===== src/rtl/alu_pkg.sv =====
// Shared types for the alu_seq datapath: the opcode encoding, the flag bundle
// and the first reserved opcode.
package alu_pkg;

  typedef enum logic [3:0] {
    OP_ADD   = 4'd0,
    OP_SUB   = 4'd1,
    OP_AND   = 4'd2,
    OP_OR    = 4'd3,
    OP_XOR   = 4'd4,
    OP_NOT   = 4'd5,
    OP_SHL   = 4'd6,
    OP_SHR   = 4'd7,
    OP_ADC   = 4'd8,
    OP_SBB   = 4'd9,
    OP_ASR   = 4'd10,
    OP_ROL   = 4'd11,
    OP_CMP   = 4'd12,
    OP_PASS  = 4'd13,
    OP_RSV14 = 4'd14,
    OP_RSV15 = 4'd15
  } op_e;

  typedef struct packed {
    logic carry;
    logic zero;
    logic neg;
    logic ovf;
  } flags_t;

  localparam logic [3:0] OP_RSVD_MIN = 4'd14;

endpackage


===== src/rtl/alu_core.sv =====
// Combinational ALU datapath: result and flags for one operand pair.
// Subtract-type carry is the borrow.
module alu_core
  import alu_pkg::*;
#(
  parameter int WIDTH = 8
) (
  input  logic [WIDTH-1:0] a,
  input  logic [WIDTH-1:0] b,
  input  op_e              op,
  input  logic             c_st,
  output logic [WIDTH-1:0] result,
  output flags_t           flags
);

  localparam int SHW = $clog2(WIDTH);
  localparam int MSB = WIDTH - 1;

  logic               add_cin;
  logic               sub_cin;
  logic [WIDTH:0]     sum;
  logic [WIDTH:0]     diff;
  logic               add_ovf;
  logic               sub_ovf;
  logic [SHW-1:0]     rot;
  logic [2*WIDTH-1:0] rol_w;
  logic               rsvd;
  logic               carry_v;
  logic               ovf_v;
  logic [WIDTH-1:0]   flag_src;

  assign add_cin = (op == OP_ADC) && c_st;
  assign sub_cin = (op == OP_SBB) && c_st;
  assign sum     = {1'b0, a} + {1'b0, b} + {{WIDTH{1'b0}}, add_cin};
  assign diff    = {1'b0, a} - {1'b0, b} - {{WIDTH{1'b0}}, sub_cin};
  assign add_ovf = (a[MSB] == b[MSB]) && (sum[MSB] != a[MSB]);
  assign sub_ovf = (a[MSB] != b[MSB]) && (diff[MSB] != a[MSB]);
  assign rot     = SHW'(b % WIDTH);
  assign rol_w   = {a, a} << rot;
  assign rsvd    = (op >= OP_RSVD_MIN);

  always_comb begin
    result  = '0;
    carry_v = 1'b0;
    ovf_v   = 1'b0;
    case (op)
      OP_ADD, OP_ADC: begin
        result  = sum[MSB:0];
        carry_v = sum[WIDTH];
        ovf_v   = add_ovf;
      end
      OP_SUB, OP_SBB: begin
        result  = diff[MSB:0];
        carry_v = diff[WIDTH];
        ovf_v   = sub_ovf;
      end
      OP_CMP: begin
        result  = a;
        carry_v = diff[WIDTH];
        ovf_v   = sub_ovf;
      end
      OP_AND:  result = a & b;
      OP_OR:   result = a | b;
      OP_XOR:  result = a ^ b;
      OP_NOT:  result = ~a;
      OP_SHL:  result = a << b;
      OP_SHR:  result = a >> b;
      OP_ASR:  result = $signed(a) >>> b;
      OP_ROL:  result = rol_w[2*WIDTH-1:WIDTH];
      OP_PASS: result = b;
      default: result = '0;
    endcase

    // CMP reports zero/neg of the difference while returning A
    flag_src    = (op == OP_CMP) ? diff[MSB:0] : result;
    flags.carry = carry_v;
    flags.ovf   = ovf_v;
    flags.zero  = !rsvd && (flag_src == '0);
    flags.neg   = !rsvd && flag_src[MSB];
  end

endmodule


===== src/rtl/alu_seq.sv =====
// Registered, valid/ready-handshaked ALU with stored carry and sticky overflow.
// Define ALU_ACC_EN to add the accumulator and the use_acc operand select.
module alu_seq
  import alu_pkg::*;
#(
  parameter int WIDTH = 8
) (
  input  logic             clk,
  input  logic             rst_n,
  input  logic             in_valid,
  output logic             in_ready,
  input  logic [3:0]       op,
  input  logic [WIDTH-1:0] a,
  input  logic [WIDTH-1:0] b,
`ifdef ALU_ACC_EN
  input  logic             use_acc,
`endif
  input  logic             clr_sticky,
  output logic             out_valid,
  input  logic             out_ready,
  output logic [WIDTH-1:0] result,
  output logic             carry,
  output logic             zero,
  output logic             neg,
  output logic             ovf,
  output logic             sticky_ovf
);

  logic             accept;
  logic             c_st;
  logic [WIDTH-1:0] opa;
  logic [WIDTH-1:0] core_res;
  flags_t           core_flags;
  flags_t           flags_q;

  assign in_ready = !out_valid || out_ready;
  assign accept   = in_valid && in_ready;

`ifdef ALU_ACC_EN
  logic [WIDTH-1:0] acc;

  assign opa = use_acc ? acc : a;

  // CMP returns A as its result, so loading the result covers acc <- A too
  always_ff @(posedge clk or negedge rst_n) begin
    if (!rst_n)
      acc <= '0;
    else if (accept)
      acc <= core_res;
  end
`else
  assign opa = a;
`endif

  alu_core #(.WIDTH(WIDTH)) u_core (
    .a      (opa),
    .b      (b),
    .op     (op_e'(op)),
    .c_st   (c_st),
    .result (core_res),
    .flags  (core_flags)
  );

  always_ff @(posedge clk or negedge rst_n) begin
    if (!rst_n) begin
      out_valid  <= 1'b0;
      result     <= '0;
      flags_q    <= '0;
      c_st       <= 1'b0;
      sticky_ovf <= 1'b0;
    end else begin
      if (accept) begin
        out_valid <= 1'b1;
        result    <= core_res;
        flags_q   <= core_flags;
        c_st      <= core_flags.carry;
      end else if (out_ready) begin
        out_valid <= 1'b0;
      end
      if (accept && core_flags.ovf)
        sticky_ovf <= 1'b1;
      else if (clr_sticky)
        sticky_ovf <= 1'b0;
    end
  end

  assign carry = flags_q.carry;
  assign zero  = flags_q.zero;
  assign neg   = flags_q.neg;
  assign ovf   = flags_q.ovf;

endmodule


===== config.mk =====
export PLATFORM = sky130hd
export DESIGN_NAME = alu_seq
export DESIGN_NICKNAME = d
export VERILOG_FILES = /design/src/rtl/alu_pkg.sv /design/src/rtl/alu_core.sv /design/src/rtl/alu_seq.sv
export SDC_FILE = /design/constraint.sdc
export NUM_CORES = 1
export LEC_CHECK = 0
export CAP_MARGIN = 15
export CORE_UTILIZATION = 43
export CTS_CLUSTER_SIZE = 25
export DETAILED_ROUTE_END_ITERATION = 6
export GPL_ROUTABILITY_DRIVEN = 0
export GPL_TIMING_DRIVEN = 0
export HOLD_SLACK_MARGIN = 0.03
export PLACE_DENSITY = 0.64
export SKIP_CTS_REPAIR_TIMING = 1
export SYNTH_ARGS = -nofsm -noshare
export SYNTH_HDL_FRONTEND = slang
export SYNTH_SLANG_ARGS = --single-unit
export TNS_END_PERCENT = 20

===== constraint.sdc =====
create_clock -name clk -period 3.33 [get_ports clk]
set_input_delay 0.333 -clock clk [delete_from_list [all_inputs] [get_ports clk]]
set_output_delay 0.333 -clock clk [all_outputs]
set_load 0.005 [all_outputs]

Word-level counts from Yosys, hierarchy flattened
Index checks and enable logic that the tools add are counted.

word-level totals
  flip-flop bits (word level) = 14
  latch bits = 0
  memory bits (writable) = 0
  bits in read-only memories = 0
  bits of input ports = 25
  word-level logic and storage cells = 63
  memories = 0

operators by class
  add/subtract/negate cells = 4
  multipliers = 0
  divide/modulo/power cells = 0
  $lt $le $gt $ge = 1
  equality and inequality tests = 17
  shift-type cells = 4
  muxes and demuxes = 8
  bitwise gates (word level) = 4
  reductions and logical operators = 18

operators with widths
  operator              number
  $pmux W8 S12          1
  $eq A4 B4 Y1 const B  6
  $eq A4 B3 Y1 const B  4
  $shl A16 B3 Y16       1
  $add A8 B8 Y9         1
  $add A9 B1 Y9         1
  $sub A8 B8 Y9         1
  $sub A9 B1 Y9         1
  $and A8 B8 Y8         1
  $eq A4 B2 Y1 const B  2
  $logic_and A1 B1 Y1   8
  $logic_not A8 Y1      1
  $mux W8               1
  $not A8 Y8            1
  $or A8 B8 Y8          1
  $shl A8 B8 Y8         1
  $shr A8 B8 Y8         1
  $sshr A8 B8 Y8        1
  $xor A8 B8 Y8         1
  $eq A4 B1 Y1 const B  1
  $ge A4 B4 Y1 const B  1
  $logic_not A4 Y1      1
  $mux W1               4
  $pmux W1 S2           2
  7 further kinds       12

Logic depth before layout (Yosys ltp)
Gate-level depths: netlist (run 1).

  depth after elaboration = 8
  depth in mapped cells = 15

By module
A second synthesis (run 1) with hierarchy kept.

second synthesis, totals
  cells, all modules = 433
  area, all modules = 3,474.6 µm²

modules (own cells, without submodules)
  module    times used  cells an instance  area an instance (µm²)  seq. area each (µm²)
  alu_core  1           400                2,899.0                 0.0
  alu_seq   1           33                 575.6                   350.3

Worst setup path after synthesis (run 1)
OpenSTA, ideal clock, no wires.

  kind = input port to flip-flop
  from = in op[0]
  to = reg flags_q (netlist bit zero)
  library setup time = 0.076 ns
  data arrival time = 3.264 ns
  path slack = -0.011 ns
  stages on the path = 14
  cell sequence = buf_2 buf_2 nor2b_1 nand3_1 fa_1 fa_1 o21ai_1 nand2b_1 xor2_1 or4_1 nor3_1 and3_1 a32oi_1 o21ai_1

between the ends
  word-level cells in the longest chain between the ends = 7

ends and longest elaborated chain
  what                                            RTL line                                        text
  start, declared                                 alu_seq.sv:12                                   input logic [3:0] op,
  $eq A4 B4 Y1, on equally long branches          alu_core.sv:33, alu_core.sv:46, alu_core.sv:32
  $logic_and A1 B1 Y1, on equally long branches   alu_core.sv:33, alu_core.sv:32
  $sub A9 B1 Y9 or $add A9 B1 Y9 (tied branches)  alu_core.sv:35, alu_core.sv:34
  $pmux W8 S12                                    alu_core.sv:46                                  case (op)
  $mux W8                                         alu_core.sv:75                                  flag_src = (op == OP_CMP) ? diff[MSB:0] : result;
  $logic_not A8 Y1                                alu_core.sv:78                                  flags.zero = !rsvd && (flag_src == '0);
  $logic_and A1 B1 Y1 (*)                         alu_core.sv:78
  end signal, assigned                            alu_seq.sv:75                                   flags_q <= core_flags;
  end, declared                                   alu_seq.sv:34                                   flags_t flags_q;

Mark *: on every way between the ends. The rest lies on a longest branch, timed or not.
A chain may end at the register's enable or synchronous reset.

Worst setup path in the final report (run 1)
  from = in b[2]
  to = reg flags_q (netlist bit zero)

between the ends
  word-level cells in the longest chain between the ends = 6

ends and longest elaborated chain
  what                                            RTL line                        text
  start, declared                                 alu_seq.sv:14                   input logic [WIDTH-1:0] b,
  $sub A8 B8 Y9 or $add A8 B8 Y9 (tied branches)  alu_core.sv:35, alu_core.sv:34
  $sub A9 B1 Y9 or $add A9 B1 Y9 (tied branches)  alu_core.sv:35, alu_core.sv:34
  $pmux W8 S12                                    alu_core.sv:46
  $mux W8 (*)                                     alu_core.sv:75
  $logic_not A8 Y1 (*)                            alu_core.sv:78
  $logic_and A1 B1 Y1 (*)                         alu_core.sv:78

Marked as above.

==> out/results.txt, run 1 <==
status -> finished clean
Final Max Tran Viols -> 0
gr usage total -> 0.296
crit path cell chain -> clkdlybuf4s50_1 > inv_1 > buf_2 > ha_1 > buf_2 > nor2b_1 > o21a_1 > or3_1 > a32oi_2 > nand4b_1 > nor3_2 > nand4_1 > o21ai_1
predominant post-synthesis flop cell -> dfrtp_1
worst slack, placed -> -1030 ps
#FFs+latches synth -> 14
Sequential Power Share -> 0.210
HPWL Detailed -> 9090 µm
RSZ-0062 raised after global routing -> yes
core box area -> 7330 µm²
max-cap viol count -> 0
endpoints failing hold -> 0
Setup TNS Final -> 0 ps
static leakage -> 1.72 nW
pin count of the biggest net entering global routing -> 15
cell mode on critical path -> buf_2
top-count cell post-synth -> nor2_1
PD cells -> 251 nW/µm²
CP startpoint kind -> primary input
Initial Utilization -> 0.449
fillers -> 708
grt ovf -> 0
vias in the first global route -> 3488
EDFF count, synth -> 0
DR vias -> 3810
Worst setup EP type -> register
CTS root buffer -> clkbuf_8
Max Clock Skew -> 6.85 ps
fin crit share -> 0.981
Detail Route Antenna Nets -> 0
Slew HR -> 0.522
CP top delay family -> buffers and inverters
Die Area -> 8010 µm²
clk slew on worst S/H paths -> 60 ps
IO Pins -> 40
antenna violations before repair -> 0
Mapped Cells -> 440
drt wl/cell -> 20.0 µm
IO Port Bufs -> 37
Die W -> 89.5 µm
DRC violations left -> 0
Slew @ Worst Pin -> 711 ps
area share of the largest cell type after synthesis -> 0.114
Commonest cells post-synth -> nor2_1, nand2_1, ha_1, a21oi_1, inv_1
CP Max Fanout -> 10
Final nets -> 548
Clk pwr share -> 0.165
biggest area consumer among synthesized cells -> ha_1
clock sinks -> 14
layout cells sized above 1 -> 0.176
hold slack -> 459 ps
HP Class -> primary input to async pin
maximum clock path buffer count -> 2
Cell variety after synth -> 65
WP data required -> 3510 ps
Antenna Cells -> 0
fraction of registers with async set/reset -> 1.00
synthesis-to-finish area growth -> 24.2%
CTS tree -> built
crit path from -> b[2]
crit path time final -> 3270 ps
Cell Area, Synth -> 3290 µm²
sequential area share after synthesis -> 0.106
cell internal pwr -> 0.590 mW
crit path kind -> primary input to register
dominant cells by area after synthesis -> ha_1, dfrtp_1, mux2i_1
CP max stage delay -> 510 ps
Switching Share -> 0.426
syn_area_per_cell -> 7.48 µm²
Clock Latency Late Sink -> 250 ps
Max Clk Rate -> 0.306 GHz
slowest CP cell -> clkdlybuf4s50_1
Starting DRT DRC Count -> 392
Post-Syn Nets -> 499
Rows -> 31
crit path DAT -> 3450 ps
Peak VDD IR -> 116 µV
Vias per Instance -> 6.49
Die Span Y -> 89.5 µm
Syn. warnings -> 0
H-tree Lvls -> 1
detailed-router iteration count before antenna repair -> 5
Sw Pwr -> 0.437 mW
CTS buffer count -> 3
first-pass GRT wire length -> 18000 µm
r2r startpoint -> carry
Gate power share -> 0.625
wirelength, routed -> 11700 µm
crit path setup slack, layout -> 62.2 ps
buffers and inverters on the worst path -> 4
Setup-failing EPs final -> 0
## cell type report
| cell class | count | area [µm²] | share of cell area |
|---|---|---|---|
| Multi-Input combinational cell | 365 | 2800 | 0.686 |
| Timing Repair Buffer | 45 | 450 | 0.110 |
| Sequential cell | 14 | 350 | 0.0857 |
| Buffer | 30 | 181 | 0.0444 |
| Tap cell | 99 | 124 | 0.0303 |
| Inverter | 30 | 123 | 0.0300 |
| Clock buffer | 4 | 55.1 | 0.0135 |
## worst paths after layout
| path | slack, ps | cells past startpoint | end |
|---|---|---|---|
| setup / recovery | 60 | 13 | zero |
| hold / removal | 460 | 1 | zero |
| setup reg to reg | 260 | 11 | zero |
| hold reg to reg | 480 | 2 | result[5] |
| max in group asynchronous | 2480 | 1 | result[7] |
| min in group clk | 480 | 2 | result[5] |
## cell families (layout without fill, tap and decap cells)
family / Yosys count / count (layout) / share of synthesized area
compound gates: 122 / 122 / 0.249
xor+xnor: 8 / 8 / 0.0213
fa+ha+maj: 34 / 34 / 0.138
buf+inv: 61 / 109 / 0.0783
flops: 14 / 14 / 0.106
mux: 45 / 45 / 0.158
simple gates: 156 / 156 / 0.249
## layout by cell type (no fill, tap or decap), types with 10 or more instances in the layout
master,synthesis,routed
nor2_1,37,37
nand2_1,32,31
ha_1,30,30
clkdlybuf4s50_1,0,29
inv_1,28,27
a21oi_1,29,27
mux2i_1,25,24
nor3_1,20,17
o21ai_0,20,17
mux2_2,16,16
dfrtp_1,14,14
nand3_1,12,11
buf_4,3,10
## through the flow
stage / area, µm² / instances / util / total power, mW
after floorplan: 3290 / 440 / - / 0.577
after CTS: 3840 / 580 / 0.524 / 0.971
final: 4090 / 587 / 0.558 / 1.03
after detailed placement: 3790 / 576 / 0.517 / 0.798
after global placement: 3790 / 576 / 0.517 / 0.791
after global routing: 4090 / 587 / 0.558 / 1.10
## power by group through the flow
stage,Combinational (mW),Clock (mW),Sequential [mW]
finish,0.642,0.169,0.216
global route,0.696,0.182,0.220
CTS,0.582,0.173,0.216
detailed placement,0.579,0,0.219
global placement,0.572,0,0.218
floorplan,0.356,0,0.220
## worst reg2reg max path: stages (launching register included)
cell      delay [ps]
dfrtp_1          430
nand3_2          120
fa_2             430
fa_2             400
o21ai_2          180
nand2b_1          90
xor2_1           170
or4_4            540
nor3_4           240
and3_1           190
a32oi_1          100
o21ai_1          100
## layer usage
metal,wire length (µm),global-route usage
met1,5020,0.410
met2,5170,0.445
met3,1190,0.0693
met4,350,0.107
met5,0,0
## sequential cells by signal (all words and copies together) (netlist names)
register / cells
sticky_ovf: 1
neg: 1
out_valid: 1
result: 8
zero: 1
carry: 1
ovf: 1
No activity file was read; power rests on OpenSTA's default activity.
==> run 2: changes to the inputs <==
Settings changed: ABC_CLOCK_PERIOD_IN_PS from default to 3330, CTS_CLUSTER_SIZE 25 to default.
==> results of run 2 <==
No change in the layout: final DEF, timing and power equal those of run 1.
==> run 3: changes to the inputs <==
Settings changed: TNS_END_PERCENT 20 to 100.
==> out/results.txt, run 3 (synthesis results as in run 1) <==
Biggest register -> result
H-tree Lvls -> 1
IO Pins -> 40
IO Port Bufs -> 37
most frequent cells in the layout -> nor2_1, nand2_1, ha_1
core box area -> 7330 µm²
pin count of the biggest net entering global routing -> 15
HP Class -> primary input to async pin
gr usage total -> 0.296
Worst setup EP type -> register
Slew @ Worst Pin -> 709 ps
Die Span Y -> 89.5 µm
Starting DRT DRC Count -> 437
crit path setup slack, layout -> 96.1 ps
Rows -> 31
WP data required -> 3470 ps
CP Max Fanout -> 10
Die W -> 89.5 µm
Non-Filler Instances -> 587
first-pass GRT wire length -> 18000 µm
synthesis-to-finish area growth -> 24.3%
Die Area -> 8010 µm²
Peak VDD IR -> 116 µV
Placed Instances -> 576
Clk pwr share -> 0.166
PD cells -> 252 nW/µm²
crit path time final -> 3230 ps
Final Cell Area -> 4090 µm²
CP startpoint kind -> primary input
CTS tree -> built
Antenna Cells -> 0
Detail Route Antenna Nets -> 0
clk slew on worst S/H paths -> 60 ps
vias in the first global route -> 3488
hold slack -> 458 ps
cell internal pwr -> 0.590 mW
Setup-failing EPs final -> 0
Largest register FFs -> 8
crit path kind -> primary input to register
wirelength, routed -> 11700 µm
Max Clock Skew -> 5.34 ps
static leakage -> 1.73 nW
Initial Utilization -> 0.449
fillers -> 707
status -> finished clean
Vias per Instance -> 6.43
fin crit share -> 0.971
Sw Pwr -> 0.439 mW
Final nets -> 548
crit path DAT -> 3370 ps
Max Clk Rate -> 0.309 GHz
Final Max Tran Viols -> 0
CTS root buffer -> clkbuf_8
worst slack, placed -> -1030 ps
maximum clock path buffer count -> 2
HPWL Detailed -> 9090 µm
antenna violations before repair -> 0
endpoints failing hold -> 0
depth of the most critical reg-to-reg path -> 11
max-cap viol count -> 0
drt wl/cell -> 20.0 µm
layout cells sized above 1 -> 0.178
DRC violations left -> 0
Clock Latency Late Sink -> 250 ps
Sequential Power Share -> 0.210
Slew HR -> 0.524
DR vias -> 3774
clock sinks -> 14
Gate power share -> 0.625
grt ovf -> 0
CTS buffer count -> 3
detailed-router iteration count before antenna repair -> 5
Switching Share -> 0.427
commonest non-fill, non-tap cell in the layout -> nor2_1
DP Area -> 3790 µm²
==> run 3: area by class of cell <==
class                   instances  area (µm²)  area share
multi-input cells             365        2800       0.685
repair buffers                 45         450       0.110
flip-flops and latches         14         350      0.0856
plain buffers                  30         185      0.0453
well taps                      99         124      0.0303
inverters                      30         123      0.0300
clock buffers                   4        55.1      0.0135
==> run 3: power by group through the flow <==
stage	clock network (mW)	logic [mW]	registers [mW]
3_5_place_dp	0	0.579	0.219
2_1_floorplan	0	0.356	0.220
3_3_place_gp	0	0.572	0.218
6_report	0.171	0.643	0.216
4_1_cts	0.173	0.582	0.216
5_1_grt	0.182	0.697	0.220
==> run 3: worst max-delay path, cell delays in order <==
cell and delay [ps]:
clkdlybuf4s50_1 580, inv_1 180, clkbuf_4 240, ha_1 280, buf_2 180, nor2b_1 150
o21a_1 180, or3_1 320, a32oi_2 280, nand4b_1 210, buf_4 190, mux2_2 240
==> run 3: metrics by stage <==
step                TNS (ps)  power, mW   util
global placement       -8540      0.791  0.517
global route           -9.29       1.10  0.558
detailed placement     -8740      0.798  0.517
floorplan                  0      0.577      -
finish                     0       1.03  0.558
CTS                    -5420      0.971  0.524
==> run 3: path summary, 6_finish.rpt <==
check / start / endpoint / slack, ps
max: b[2] / result[4] / 100
max reg2reg: carry / zero / 300
min in group clk: ovf / ovf / 480
min reg2reg: ovf / ovf / 480
min: rst_n / zero / 460
max in group asynchronous: rst_n / result[7] / 2480
==> run 3: per-layer routing <==
layer	global-route usage	up-vias	routed length (µm)
met5	0	-	0
met4	0.107	0	344
met3	0.0693	44	1050
met2	0.445	212	5150
met1	0.410	1782	5210
li1	-	1736	-
